[src/rtl/hamming_ascii_tx.sv]
// rtl/hamming_ascii_tx.sv - Hamming(12,8) encoder that streams the codeword as ASCII bits into a TX FIFO
module hamming_ascii_tx #(
   parameter bit         TERM      = 1'b1,
   parameter logic [7:0] CHAR_ONE  = 8'h31,
   parameter logic [7:0] CHAR_ZERO = 8'h30
) (
   input  logic        clk,
   input  logic        reset,
   input  logic        in_valid,
   input  logic [7:0]  in_data,
   output logic        in_ready,
   input  logic        tx_full,
   output logic        tx_wr,
   output logic [7:0]  tx_data,
   output logic        busy,
   output logic [11:0] cw_out
);

   typedef enum logic [1:0] {IDLE, SEND, CR, LF} state_t;

   state_t      state, state_nxt;
   logic [3:0]  cnt, cnt_nxt;
   logic [11:0] cw_reg, cw_nxt;
   logic [11:0] cw_enc;
   logic        p1, p2, p4, p8;

   // cw_enc[i] holds codeword position i+1; parity bits sit at the power-of-two positions
   always_comb begin
      p1 = in_data[0] ^ in_data[1] ^ in_data[3] ^ in_data[4] ^ in_data[6];
      p2 = in_data[0] ^ in_data[2] ^ in_data[3] ^ in_data[5] ^ in_data[6];
      p4 = in_data[1] ^ in_data[2] ^ in_data[3] ^ in_data[7];
      p8 = in_data[4] ^ in_data[5] ^ in_data[6] ^ in_data[7];
      cw_enc = {in_data[7], in_data[6], in_data[5], in_data[4], p8,
                in_data[3], in_data[2], in_data[1], p4, in_data[0], p2, p1};
   end

   always_ff @(posedge clk or posedge reset) begin
      if (reset) begin
         state  <= IDLE;
         cnt    <= 4'd0;
         cw_reg <= 12'd0;
      end else begin
         state  <= state_nxt;
         cnt    <= cnt_nxt;
         cw_reg <= cw_nxt;
      end
   end

   always_comb begin
      state_nxt = state;
      cnt_nxt   = cnt;
      cw_nxt    = cw_reg;
      in_ready  = 1'b0;
      tx_wr     = 1'b0;
      tx_data   = 8'h00;
      case (state)
         IDLE: begin
            in_ready = ~reset;
            if (in_valid && !reset) begin
               cw_nxt    = cw_enc;
               cnt_nxt   = 4'd11;
               state_nxt = SEND;
            end
         end
         SEND: begin
            tx_data = cw_reg[cnt] ? CHAR_ONE : CHAR_ZERO;
            if (!tx_full) begin
               tx_wr = 1'b1;
               // leave on cnt==0 so the 4-bit counter never wraps
               if (cnt == 4'd0) begin
                  if (TERM) state_nxt = CR;
                  else      state_nxt = IDLE;
               end else begin
                  cnt_nxt = cnt - 4'd1;
               end
            end
         end
         CR: begin
            tx_data = 8'h0D;
            if (!tx_full) begin
               tx_wr     = 1'b1;
               state_nxt = LF;
            end
         end
         LF: begin
            tx_data = 8'h0A;
            if (!tx_full) begin
               tx_wr     = 1'b1;
               state_nxt = IDLE;
            end
         end
         default: state_nxt = IDLE;
      endcase
   end

   assign busy   = (state != IDLE);
   assign cw_out = cw_reg;

endmodule

[config.mk]
export PLATFORM = sky130hd
export DESIGN_NAME = hamming_ascii_tx
export DESIGN_NICKNAME = d
export VERILOG_FILES = /design/src/rtl/hamming_ascii_tx.sv
export SDC_FILE = /design/constraint.sdc
export NUM_CORES = 1
export LEC_CHECK = 0
export BUFFER_PORTS_ARGS = -buffer_cell sky130_fd_sc_hd__buf_2
export CORE_MARGIN = 1
export CORE_UTILIZATION = 25
export CTS_CLUSTER_DIAMETER = 120
export CTS_CLUSTER_SIZE = 40
export DETAILED_ROUTE_END_ITERATION = 7
export PLACE_DENSITY = 0.41
export SYNTH_ARGS = -nofsm -noshare
export SYNTH_HDL_FRONTEND = slang
export SYNTH_SLANG_ARGS = --single-unit
[constraint.sdc]
create_clock -name clk -period 2.6 [get_ports clk]
set_input_delay 0.26 -clock clk [delete_from_list [all_inputs] [get_ports clk]]
set_output_delay 0.26 -clock clk [all_outputs]
set_load 0.01 [all_outputs]
==> out/metrics.cfg <==
[run_status]
status=finished, final reports clean

[power]
p_leak_nw=0.679
power_frac_comb_pct=50.9
power.switching_mw=0.628
irDropWorstVdd_mv=0.388
internal_power_mw=0.918
pwr-share-seq_pct=33.9
totalPowerFinal_mw=1.55
p_clk_share_pct=15.2
p_sw_share_pct=40.6
powerDensity_mw_per_mm2=1100

[sta]
setup_violations=0
fin_worst_skew_ns=0.00680
worst_pin_slew_ns=0.746
fin_tns_setup_ns=0
relSlewSlack_pct=50.2
rsz0062_at_grt=false
finalCritPeriodShare_pct=88.6
setup_ws_ns=0.297
fmax_ghz=0.434
slew_viol_final=0
hold_viol=0
fin_crit_ns=2.30

[synthesis]
ys_seq_elements=18
yosysUniqueCellTypes=33
seq_area_frac_synth_pct=38.9
postSynthAreaPerCell_um2=10.9
netlist_area_mm2=0.00116
yosys_warnings=0
syn_inst=106

[global_route]
grt_use_total_pct=12.1
grt_max_degree=19
grt-ovfl-total=0
grt_antenna_before_repair=0
first_global_vias=933
grt_pass1_wl_um=4690

[die]
dieArea_mm2=0.00491
core.rowCount=24
io_pins=35
start_util_pct=26.2
fp.dieW_um=70.1
coreArea_mm2=0.00441
fp.dieH_um=70.1

[job]
drv_cap=0

[finish]
finish.net_count=160
fillers=463
final_layout_size_suffix_gt1_share_pct=35.5
final_cells=190
syn_to_final_growth_pct=21.2
layout.area.seq_um2=450
antenna_cells=0
multi_input_area_um2=651

[route]
wl_per_cell_um=13.9
firstDrtPassIters=4
via_per_inst=4.65
ant_nets=0
drc_errors=0
totalWireLength_um=2630
via_count=884
drt_iter0_drc=38

[setup_path]
cp.required_ns=2.34
cp-start-kind=flip-flop
cp_cell_sequence=inv_1, ha_1, nand2b_1, a311o_1, nor3_1, a211o_1, buf_2
cp_max_fo=7
cp-end-kind=primary output
path_delay_family=flip-flops
cp_slowest_cell=dfrtp_1
crit_arrival_ns=2.04
path_buf_inv=2
critPathKind=flip-flop to primary output
slowest_delay_ns=0.46

[cts]
cts_tree=done
post-cts-setup-buffers=0
clock_sinks=18
cts_buffers=3
clock_path_buffers=2
hold_buffers=0
root_buffer=clkbuf_8
insertion_delay_ns=0.26
h-tree-depth=1
ctsResizeCount=0
clk_pin_slew_ns=0.07

[placement]
dpl.hpwl_um=2070
routabilityCongestion=0.723
pre_cts_slack_ns=0.496
numPortBuffers=32
numPlacedInstances=186

[worst_hold_path]
hold_class=input port to async pin

-- routing by layer --
metal  vias up  routed length [um]  global-route usage, %
met1       425                1210                   15.6
met5         -                   0                      0
li1        429                   -                      -
met4         0                  33                   4.67
met3         5                 112                   2.31
met2        25                1280                   20.0
-- flip-flops by register name (all words and copies together) (netlist names) --
name and cells:
state 2, cnt 4, cw_out 12
-- final cells by class --
type / count / area share [%]
well taps: 52 / 4.63
inverters: 6 / 1.60
multi-input cells: 78 / 46.3
flip-flops and latches: 18 / 32.1
repair buffers: 32 / 11.4
clock buffers: 4 / 3.92
-- worst paths after layout --
| check | from | end | slack, ns | cells after the start |
|---|---|---|---|---|
| setup / recovery | state[1] | tx_data[0] | 0.30 | 7 |
| hold / removal | reset | state[1] | 0.13 | 2 |
| setup reg to reg | state[0] | cw_out[5] | 0.50 | 5 |
| hold reg to reg | cw_out[1] | cw_out[1] | 0.50 | 2 |
| max in group asynchronous | reset | cw_out[5] | 1.99 | 2 |
| min in group clk | in_data[0] | cw_out[2] | 0.26 | 2 |
-- Yosys cell counts --
library cell  number  area (um2)
a2111oi_0          1        8.76
a211o_1            1        8.76
a21oi_1            1        5.00
a22oi_2            1        12.5
a311o_1            1        10.0
a31oi_1            2        12.5
and2_1             1        6.26
and2b_1            1        7.51
and4_1             1        8.76
and4bb_2           1        12.5
buf_2              1        5.00
buf_4              3        22.5
buf_6              1        11.3
conb_1             1        3.75
dfrtp_1           18         450
ha_1               9         113
inv_1              6        22.5
mux2_2            10         113
mux2i_1            2        20.0
mux4_1             1        26.3
mux4_2             1        22.5
nand2_1            6        22.5
nand2b_1           4        25.0
nand3_1            3        15.0
nor2_1             5        18.8
nor2b_1            1        6.26
nor3_1             2        10.0
o21ai_0            6        30.0
o22a_1             1        8.76
o22ai_1            1        6.26
o2bb2ai_1          1        8.76
xnor2_1           11        96.3
xor2_1             1        8.76
-- kinds of logic after synthesis --
family          count (synthesis)  synth area share, %
xor+xnor                       12                 9.07
flops                          18                 38.9
compound gates                 16                 9.61
mux                            14                 15.7
simple gates                   25                 11.4
other cells                     1                0.324
buf+inv                        11                 5.29
fa+ha+maj                       9                 9.72
-- cell usage in the layout, fill, tap and decap left out, drive strengths merged, types with 3 or more instances in the layout --
master,instances
nand3,3
o21ai,6
ha,9
dfrtp,18
nand2,6
mux2,10
xnor2,11
clkbuf,4
nand2b,4
nor2,5
buf,32
inv,6
-- power groups by stage --
stage               sequential (mW)  clock, mW  combinational (mW)
floorplan                     0.542          0               0.515
global placement              0.525          0               0.798
detailed placement            0.529          0               0.798
CTS                           0.524      0.241               0.800
global route                  0.552      0.255               0.885
finish                        0.524      0.234               0.787
-- stage by stage --
stage | util, % | hold slack, ns | area (um2)
after floorplan | - | 0.199 | 1160
after global placement | 30.6 | 0.439 | 1350
after detailed placement | 30.6 | 0.442 | 1350
after CTS | 31.8 | 0.157 | 1400
after global routing | 31.8 | 0.206 | 1400
final | 31.8 | 0.130 | 1400
Power figures use the tool's default switching activity.
